### src/rtl/traffic_phase_ctrl_pkg.sv
// Shared state codes, LED bit layout and LED decode for the phase controller.
// Latency: none (constants and a pure combinational function).
// Backpressure: not applicable.
package traffic_pkg;

  // FSM state codes, kept as plain constants so older wrappers can decode State.
  localparam logic [2:0] ST_MAIN_G = 3'd0;
  localparam logic [2:0] ST_MAIN_Y = 3'd1;
  localparam logic [2:0] ST_WALK   = 3'd2;
  localparam logic [2:0] ST_SIDE_G = 3'd3;
  localparam logic [2:0] ST_SIDE_Y = 3'd4;

  // Bit offsets of the three lamps inside each approach's 3-bit LED group.
  localparam int LED_G = 0;
  localparam int LED_Y = 1;
  localparam int LED_R = 2;

  // The decode works on a fixed maximum width; callers truncate to their size.
  localparam int MAX_APPR  = 16;
  localparam int LED_MAX_W = 3*MAX_APPR + 3;

  typedef logic [LED_MAX_W-1:0] led_vec_t;

  // Lamp pattern for a state: approach idx is green or yellow, every other
  // approach red; in WALK all approaches are red and the walk bit (just above
  // the last approach group) is lit.
  function automatic led_vec_t led_vec(input logic [2:0] st, input int idx, input int n_appr);
    led_vec_t v;
    logic     is_grn;
    logic     is_yel;
    v      = '0;
    is_grn = (st == ST_MAIN_G) || (st == ST_SIDE_G);
    is_yel = (st == ST_MAIN_Y) || (st == ST_SIDE_Y);
    for (int i = 0; i < MAX_APPR; i++) begin
      if (i < n_appr) begin
        if (i == idx && is_grn) begin
          v[3*i+LED_G] = 1'b1;
        end else if (i == idx && is_yel) begin
          v[3*i+LED_Y] = 1'b1;
        end else begin
          v[3*i+LED_R] = 1'b1;
        end
      end
    end
    for (int i = 0; i <= MAX_APPR; i++) begin
      if (i == n_appr && st == ST_WALK) begin
        v[3*i] = 1'b1;
      end
    end
    return v;
  endfunction

endpackage

### src/rtl/traffic_phase_ctrl_phase_timer.sv
// Phase down-counter: load value on load, otherwise count down to zero and hold.
// Latency: expired is a registered-count compare, valid in the cycle count reaches 0.
// Backpressure: none; load always wins over counting.
module phase_timer #(
  parameter int               CNT_W   = 16,
  parameter logic [CNT_W-1:0] RST_VAL = '0
) (
  input  logic             clk,
  input  logic             rst_n,
  input  logic             load,
  input  logic [CNT_W-1:0] load_val,
  output logic             expired
);

  logic [CNT_W-1:0] cnt_q;
  logic [CNT_W-1:0] cnt_d;

  // Next count: reload has priority, then decrement until zero.
  always_comb begin
    cnt_d = cnt_q;
    if (load) begin
      cnt_d = load_val;
    end else if (cnt_q != '0) begin
      cnt_d = cnt_q - CNT_W'(1);
    end
  end

  // Count register; reset value lets the first phase run without an explicit load.
  always_ff @(posedge clk or negedge rst_n) begin
    if (!rst_n) begin
      cnt_q <= RST_VAL;
    end else begin
      cnt_q <= cnt_d;
    end
  end

  assign expired = (cnt_q == '0);

endmodule

### src/rtl/traffic_phase_ctrl.sv
// N-approach traffic-light sequencer with latched demand, round-robin side service and walk phase.
// Latency: LEDs/Phase_Idx/State/WR_Reset change in the cycle after the phase-expiry cycle.
// Backpressure: none; sensors and WR are sampled every cycle and latched until served.
module traffic_phase_ctrl
  import traffic_pkg::*;
#(
  parameter int N_APPR = 4,
  parameter int CNT_W  = 16,
  parameter int T_BASE = 6,
  parameter int T_EXT  = 3,
  parameter int T_YEL  = 2,
  parameter int T_WALK = 4
) (
  input  logic                      clk,
  input  logic                      Reset_n,
  input  logic                      Prog_Sync,
  input  logic [N_APPR-1:0]         Sensor_Sync,
  input  logic                      WR,
  output logic                      WR_Reset,
  output logic [3*N_APPR:0]         LEDs,
  output logic [$clog2(N_APPR)-1:0] Phase_Idx,
  output logic [2:0]                State
);

  localparam int IDX_W = $clog2(N_APPR);
  localparam int LED_W = 3*N_APPR + 1;

  // Timer reload values: a phase of length T is loaded with T-1.
  localparam logic [CNT_W-1:0] LD_RST  = CNT_W'(2*T_BASE - 1);
  localparam logic [CNT_W-1:0] LD_BASE = CNT_W'(T_BASE - 1);
  localparam logic [CNT_W-1:0] LD_EXT  = CNT_W'(T_EXT - 1);
  localparam logic [CNT_W-1:0] LD_YEL  = CNT_W'(T_YEL - 1);
  localparam logic [CNT_W-1:0] LD_WALK = CNT_W'(T_WALK - 1);

  logic [2:0]        state_q, state_d;
  logic [IDX_W-1:0]  idx_q, idx_d;
  logic [IDX_W-1:0]  rr_q, rr_d;
  logic [N_APPR-1:1] req_q, req_d;
  logic              walk_q, walk_d;
  logic              ext_q, ext_d;
  logic              wr_reset_q, wr_reset_d;
  logic [LED_W-1:0]  leds_q, leds_d;

  logic [N_APPR-1:1] green_mask;
  logic [N_APPR-1:1] req_eff;
  logic              walk_eff;
  logic              any_req;
  logic              sel_vld;
  logic [IDX_W-1:0]  sel_idx;
  logic              go_main;
  logic              go_side;
  logic              tmr_load;
  logic [CNT_W-1:0]  tmr_val;
  logic              tmr_expired;

  phase_timer #(
    .CNT_W   (CNT_W),
    .RST_VAL (LD_RST)
  ) u_timer (
    .clk      (clk),
    .rst_n    (Reset_n),
    .load     (tmr_load),
    .load_val (tmr_val),
    .expired  (tmr_expired)
  );

  // Demand as seen by this cycle's decision: latched requests plus any new
  // sensor/WR hit, so a same-cycle arrival is never lost at a phase boundary.
  always_comb begin
    for (int i = 1; i < N_APPR; i++) begin
      green_mask[i] = (state_q == ST_SIDE_G) && (idx_q == IDX_W'(i));
    end
    req_eff  = req_q | (Sensor_Sync[N_APPR-1:1] & ~green_mask);
    walk_eff = walk_q | (WR && (state_q != ST_WALK));
    any_req  = |req_eff;
  end

  // Round-robin pick: first pending side approach after rr_q, wrapping over 1..N_APPR-1.
  // Scanning from the far end means the nearest candidate is written last and wins.
  always_comb begin
    int cand;
    cand    = 0;
    sel_vld = 1'b0;
    sel_idx = '0;
    for (int k = N_APPR-1; k >= 1; k--) begin
      cand = int'(rr_q) + k;
      if (cand > N_APPR-1) begin
        cand = cand - (N_APPR-1);
      end
      if (req_eff[cand]) begin
        sel_vld = 1'b1;
        sel_idx = IDX_W'(cand);
      end
    end
  end

  // Phase sequencing: decisions happen only on timer expiry; Prog_Sync overrides everything.
  always_comb begin
    state_d    = state_q;
    idx_d      = idx_q;
    rr_d       = rr_q;
    req_d      = req_eff;
    walk_d     = walk_eff;
    ext_d      = ext_q;
    wr_reset_d = 1'b0;
    tmr_load   = 1'b0;
    tmr_val    = '0;
    go_main    = 1'b0;
    go_side    = 1'b0;

    if (tmr_expired) begin
      case (state_q)
        ST_MAIN_G: begin
          if (Sensor_Sync[0] && !ext_q) begin
            tmr_load = 1'b1;
            tmr_val  = LD_EXT;
            ext_d    = 1'b1;
          end else if (any_req || walk_eff) begin
            state_d  = ST_MAIN_Y;
            tmr_load = 1'b1;
            tmr_val  = LD_YEL;
          end else begin
            // Nothing waiting: re-arm main green, lamps unchanged.
            go_main = 1'b1;
          end
        end
        ST_MAIN_Y: begin
          if (walk_eff) begin
            state_d    = ST_WALK;
            idx_d      = '0;
            walk_d     = 1'b0;
            wr_reset_d = 1'b1;
            tmr_load   = 1'b1;
            tmr_val    = LD_WALK;
          end else if (sel_vld) begin
            go_side = 1'b1;
          end else begin
            go_main = 1'b1;
          end
        end
        ST_WALK: begin
          if (sel_vld) begin
            go_side = 1'b1;
          end else begin
            go_main = 1'b1;
          end
        end
        ST_SIDE_G: begin
          if (Sensor_Sync[idx_q] && !ext_q) begin
            tmr_load = 1'b1;
            tmr_val  = LD_EXT;
            ext_d    = 1'b1;
          end else begin
            state_d  = ST_SIDE_Y;
            tmr_load = 1'b1;
            tmr_val  = LD_YEL;
          end
        end
        ST_SIDE_Y: go_main = 1'b1;
        default:   go_main = 1'b1;
      endcase
    end

    if (go_main) begin
      state_d  = ST_MAIN_G;
      idx_d    = '0;
      ext_d    = 1'b0;
      tmr_load = 1'b1;
      tmr_val  = LD_BASE;
    end

    if (go_side) begin
      state_d  = ST_SIDE_G;
      idx_d    = sel_idx;
      rr_d     = sel_idx;
      ext_d    = 1'b0;
      tmr_load = 1'b1;
      tmr_val  = LD_BASE;
      for (int i = 1; i < N_APPR; i++) begin
        if (sel_idx == IDX_W'(i)) begin
          req_d[i] = 1'b0;
        end
      end
    end

    if (Prog_Sync) begin
      state_d    = ST_MAIN_G;
      idx_d      = '0;
      rr_d       = '0;
      req_d      = '0;
      walk_d     = 1'b0;
      ext_d      = 1'b0;
      wr_reset_d = 1'b0;
      tmr_load   = 1'b1;
      tmr_val    = LD_RST;
    end
  end

  // Lamp pattern is decoded from the next state so it lines up with State.
  always_comb begin
    leds_d = LED_W'(led_vec(state_d, int'(idx_d), N_APPR));
  end

  // State and output registers.
  always_ff @(posedge clk or negedge Reset_n) begin
    if (!Reset_n) begin
      state_q    <= ST_MAIN_G;
      idx_q      <= '0;
      rr_q       <= '0;
      req_q      <= '0;
      walk_q     <= 1'b0;
      ext_q      <= 1'b0;
      wr_reset_q <= 1'b0;
      leds_q     <= LED_W'(led_vec(ST_MAIN_G, 0, N_APPR));
    end else begin
      state_q    <= state_d;
      idx_q      <= idx_d;
      rr_q       <= rr_d;
      req_q      <= req_d;
      walk_q     <= walk_d;
      ext_q      <= ext_d;
      wr_reset_q <= wr_reset_d;
      leds_q     <= leds_d;
    end
  end

  assign WR_Reset  = wr_reset_q;
  assign LEDs      = leds_q;
  assign Phase_Idx = idx_q;
  assign State     = state_q;

endmodule

### config.mk
export PLATFORM = sky130hd
export DESIGN_NAME = traffic_phase_ctrl
export DESIGN_NICKNAME = d
export VERILOG_FILES = /design/src/rtl/traffic_phase_ctrl_pkg.sv /design/src/rtl/traffic_phase_ctrl_phase_timer.sv /design/src/rtl/traffic_phase_ctrl.sv
export SDC_FILE = /design/constraint.sdc
export NUM_CORES = 1
export LEC_CHECK = 0
export CAP_MARGIN = 5
export CORE_MARGIN = 4
export CORE_UTILIZATION = 56
export DETAILED_ROUTE_END_ITERATION = 6
export PLACE_DENSITY = 0.81
export SLEW_MARGIN = 20
export SYNTH_ARGS = -nofsm -noshare
export SYNTH_HDL_FRONTEND = slang
export SYNTH_SLANG_ARGS = --single-unit
### constraint.sdc
create_clock -name clk -period 3.9 [get_ports clk]
set_input_delay 0.585 -clock clk [delete_from_list [all_inputs] [get_ports clk]]
set_output_delay 0.585 -clock clk [all_outputs]
set_load 0.02 [all_outputs]
==> metrics.cfg <==
[outcome]
outcome = complete, no violations

[synth]
synth_area_per_cell_um2 = 9.42
synth_flop_cell = dfrtp_1
synth_area_leaders = dfrtp_1 (38%), dfstp_2 (7.9%), nor2_1 (4.8%), nor3_1 (4.5%), a21oi_1 (3.4%)
ys_types = 55
synth_edf_count = 0
yosysWarnings = 0
synth_nets = 259
yosysTopAreaCellShare_pct = 37.6
syn_inst = 247
synth_seq_area_share_pct = 45.5
yosys.area.top_type = dfrtp_1
synth-async-reset-ratio_pct = 100
syn_area_mm2 = 0.00233
ys_ff_latch = 42

[clock_tree]
clockRootBuffer = clkbuf_8
cts_tree = built
cts_max_level = 2
ctsHoldBuffers = 0
clock_latency_ns = 0.30
cts.repair.resized = 0
clkTransAtPathRegs_ns = 0.08
cts_inserted_buffers = 5
post-cts-setup-buffer-count = 0
clock-sinks = 42
cts.path.max_buffers = 2

[floorplan]
core.rowCount = 23
chipWidth_um = 72.5
start_util_pct = 58.2
coreArea_mm2 = 0.00400
io_pins = 27
die_area_mm2 = 0.00525
die_h_um = 72.5

[timing]
slew_headroom_pct = 38.2
max_freq_mhz = 311
fin_crit_sh_pct = 82.4
fin_skew_ns = 0.00358
setup_violations = 0
fin_crit_ns = 3.21
rsz0062_at_grt = false
setup_tns_ns = 0
hold_violations = 0
slew_viol_final = 0
worst_pin_slew_ns = 0.927

[setup_path]
cp_data_required_time_ns = 4.11
path_cells = or3b_2 -> a21oi_1 -> or4b_2 -> o21a_1 -> nand3_1 -> and2_0 -> inv_2 -> nor3_1
criticalPathCategory = flop to flop
slowest_delay_ns = 0.67
worst_setup_path_end_kind = flop
cp_num_buf_inv = 1
critPathTopFamily = simple AND/OR/NAND/NOR gates
arrival_ns = 3.42
crit_slowest_cell = or4b_2
critPathLaunchType = flop
cp_max_fo = 13

[power]
ir_drop_uv = 274
power_density_mw_per_mm2 = 295
p_leak_nw = 1.16

[detailed_routing]
drt_first_pass_iters = 4
first_iter_violations = 178
via_per_inst = 6.04
drt_wl_total_um = 5180
ant_nets = 0
num_vias = 1946
drc = 0
wl_per_cell_um = 16.1

[placed_design]
place_inst = 314
hpwl_um = 3640
gp_congestion = 0.844
io_buffers = 26

[layout]
seq_area_mm2 = 0.00106
final_cells = 322
area_growth_pct = 15.7
nFillCells = 330
num-nets-final = 283
multiInputGateArea_mm2 = 0.00118
drive_gt1_share_pct = 13.6
diodes = 0

[global_routing]
grt_usage_pct = 21.0
grt_pass1_wl_um = 8530
overflow = 0
grt_start_max_net_pins = 43
grt_pass1_vias = 1842
antenna_found_initial = 0

[hold_path]
hold_path.class = input pin to async pin

[flow_run]
cap_violations = 0

## through the flow
step           setup WS (ns)  hold slack, ns  instance area, µm²  utilization (%)  power (mW)
2_1_floorplan           1.01           0.289                2330                -       0.500
3_3_place_gp           0.738           0.523                2610             65.2       0.526
3_5_place_dp           0.684           0.548                2610             65.2       0.527
4_1_cts                0.699           0.457                2690             67.3       0.801
5_1_grt                0.436           0.498                2690             67.3       0.824
6_report               0.688           0.414                2690             67.3       0.793
## state kept, by name (all words and copies together) (netlist names)
signal         count
u_timer.cnt_q     16
WR_Reset           1
LEDs              13
State              3
ext_q              1
Phase_Idx          2
walk_q             1
req_q              3
rr_q               2
## routing by layer
metal / track usage, % / share of wire [%] / vias to the layer above
met5: 0 / 0 / -
li1: - / - / 943
met3: 4.99 / 6.1 / 12
met2: 31.6 / 46 / 72
met4: 8.81 / 2.3 / 0
met1: 29.2 / 46 / 919
## cell families (layout without fill, tap and decap cells)
kind of cell / Yosys count / after routing / share of synthesized area [%]
buffers and inverters: 19 / 44 / 3.60
and+or+nand+nor: 115 / 115 / 27.7
adders and majority gates: 4 / 4 / 2.15
AOI/OAI and AO/OA: 55 / 55 / 15.9
xor gates and xnor gates: 11 / 11 / 4.14
DFF: 42 / 42 / 45.5
muxes: 1 / 1 / 0.968
## power breakdown
group | internal (mW) | switching (mW)
combinational | 0.0255 | 0.0428
clock | 0.126 | 0.148
sequential | 0.445 | 0.00599
## worst register-to-register path, delay by kind of cell, from the launching register on
family	cells	cell delay, ns
buffers and inverters	1	0.15
AO/OA/AOI/OAI	2	0.52
flip-flops	1	0.53
AND/OR/NAND/NOR	5	1.92
## Yosys cell counts, drive strengths merged (5+ instances only)
cell type,number
dfrtp,35
nor2,30
nor3,25
a21oi,16
nand2,13
o21ai,10
inv,8
xnor2,8
buf,7
dfstp,7
or3,6
nand3,5
or4,5
## path summary, 6_finish.rpt
check	start	to	slack (ns)	cells past startpoint
worst max-delay path	State[2]$_DFF_PN0_	LEDs[1]$_DFF_PN0_	0.69	8
worst min-delay path	Reset_n	walk_q$_DFF_PN0_	0.41	1
worst min register to register	u_timer.cnt_q[14]$_DFFE_PN0P_	u_timer.cnt_q[14]$_DFFE_PN0P_	0.56	2
max in group asynchronous	Reset_n	req_q[2]$_DFF_PN0_	2.90	1
min in group clk	u_timer.cnt_q[14]$_DFFE_PN0P_	u_timer.cnt_q[14]$_DFFE_PN0P_	0.56	2
worst max register to register	State[2]$_DFF_PN0_	LEDs[1]$_DFF_PN0_	0.69	8
## cells in the final DEF, fill, tap and decap left out, types with 4 or more instances in the layout
master,Yosys,final
dfrtp_1,35,35
nor2_1,30,30
clkdlybuf4s50_1,0,25
nor3_1,21,21
a21oi_1,16,16
nand2_1,12,12
o21ai_0,10,10
xnor2_1,8,8
dfstp_2,7,7
inv_1,6,6
or3_1,6,6
nand3_1,5,5
clkbuf_8,0,5
nor2b_1,4,4
a31oi_1,4,4
or4_1,4,4
o21a_1,4,4
or2_2,4,4
nor3_2,4,4
o211ai_1,4,4
ha_1,4,4
## area by class of cell
class	count	area share [%]
Inverter	8	1.12
Timing Repair Buffer	28	10.0
Multi-Input combinational cell	186	44.0
Tap cell	50	2.32
Clock inverter	2	0.511
Clock buffer	6	2.70
Sequential cell	42	39.4
No activity file was read; power rests on OpenSTA's default activity.
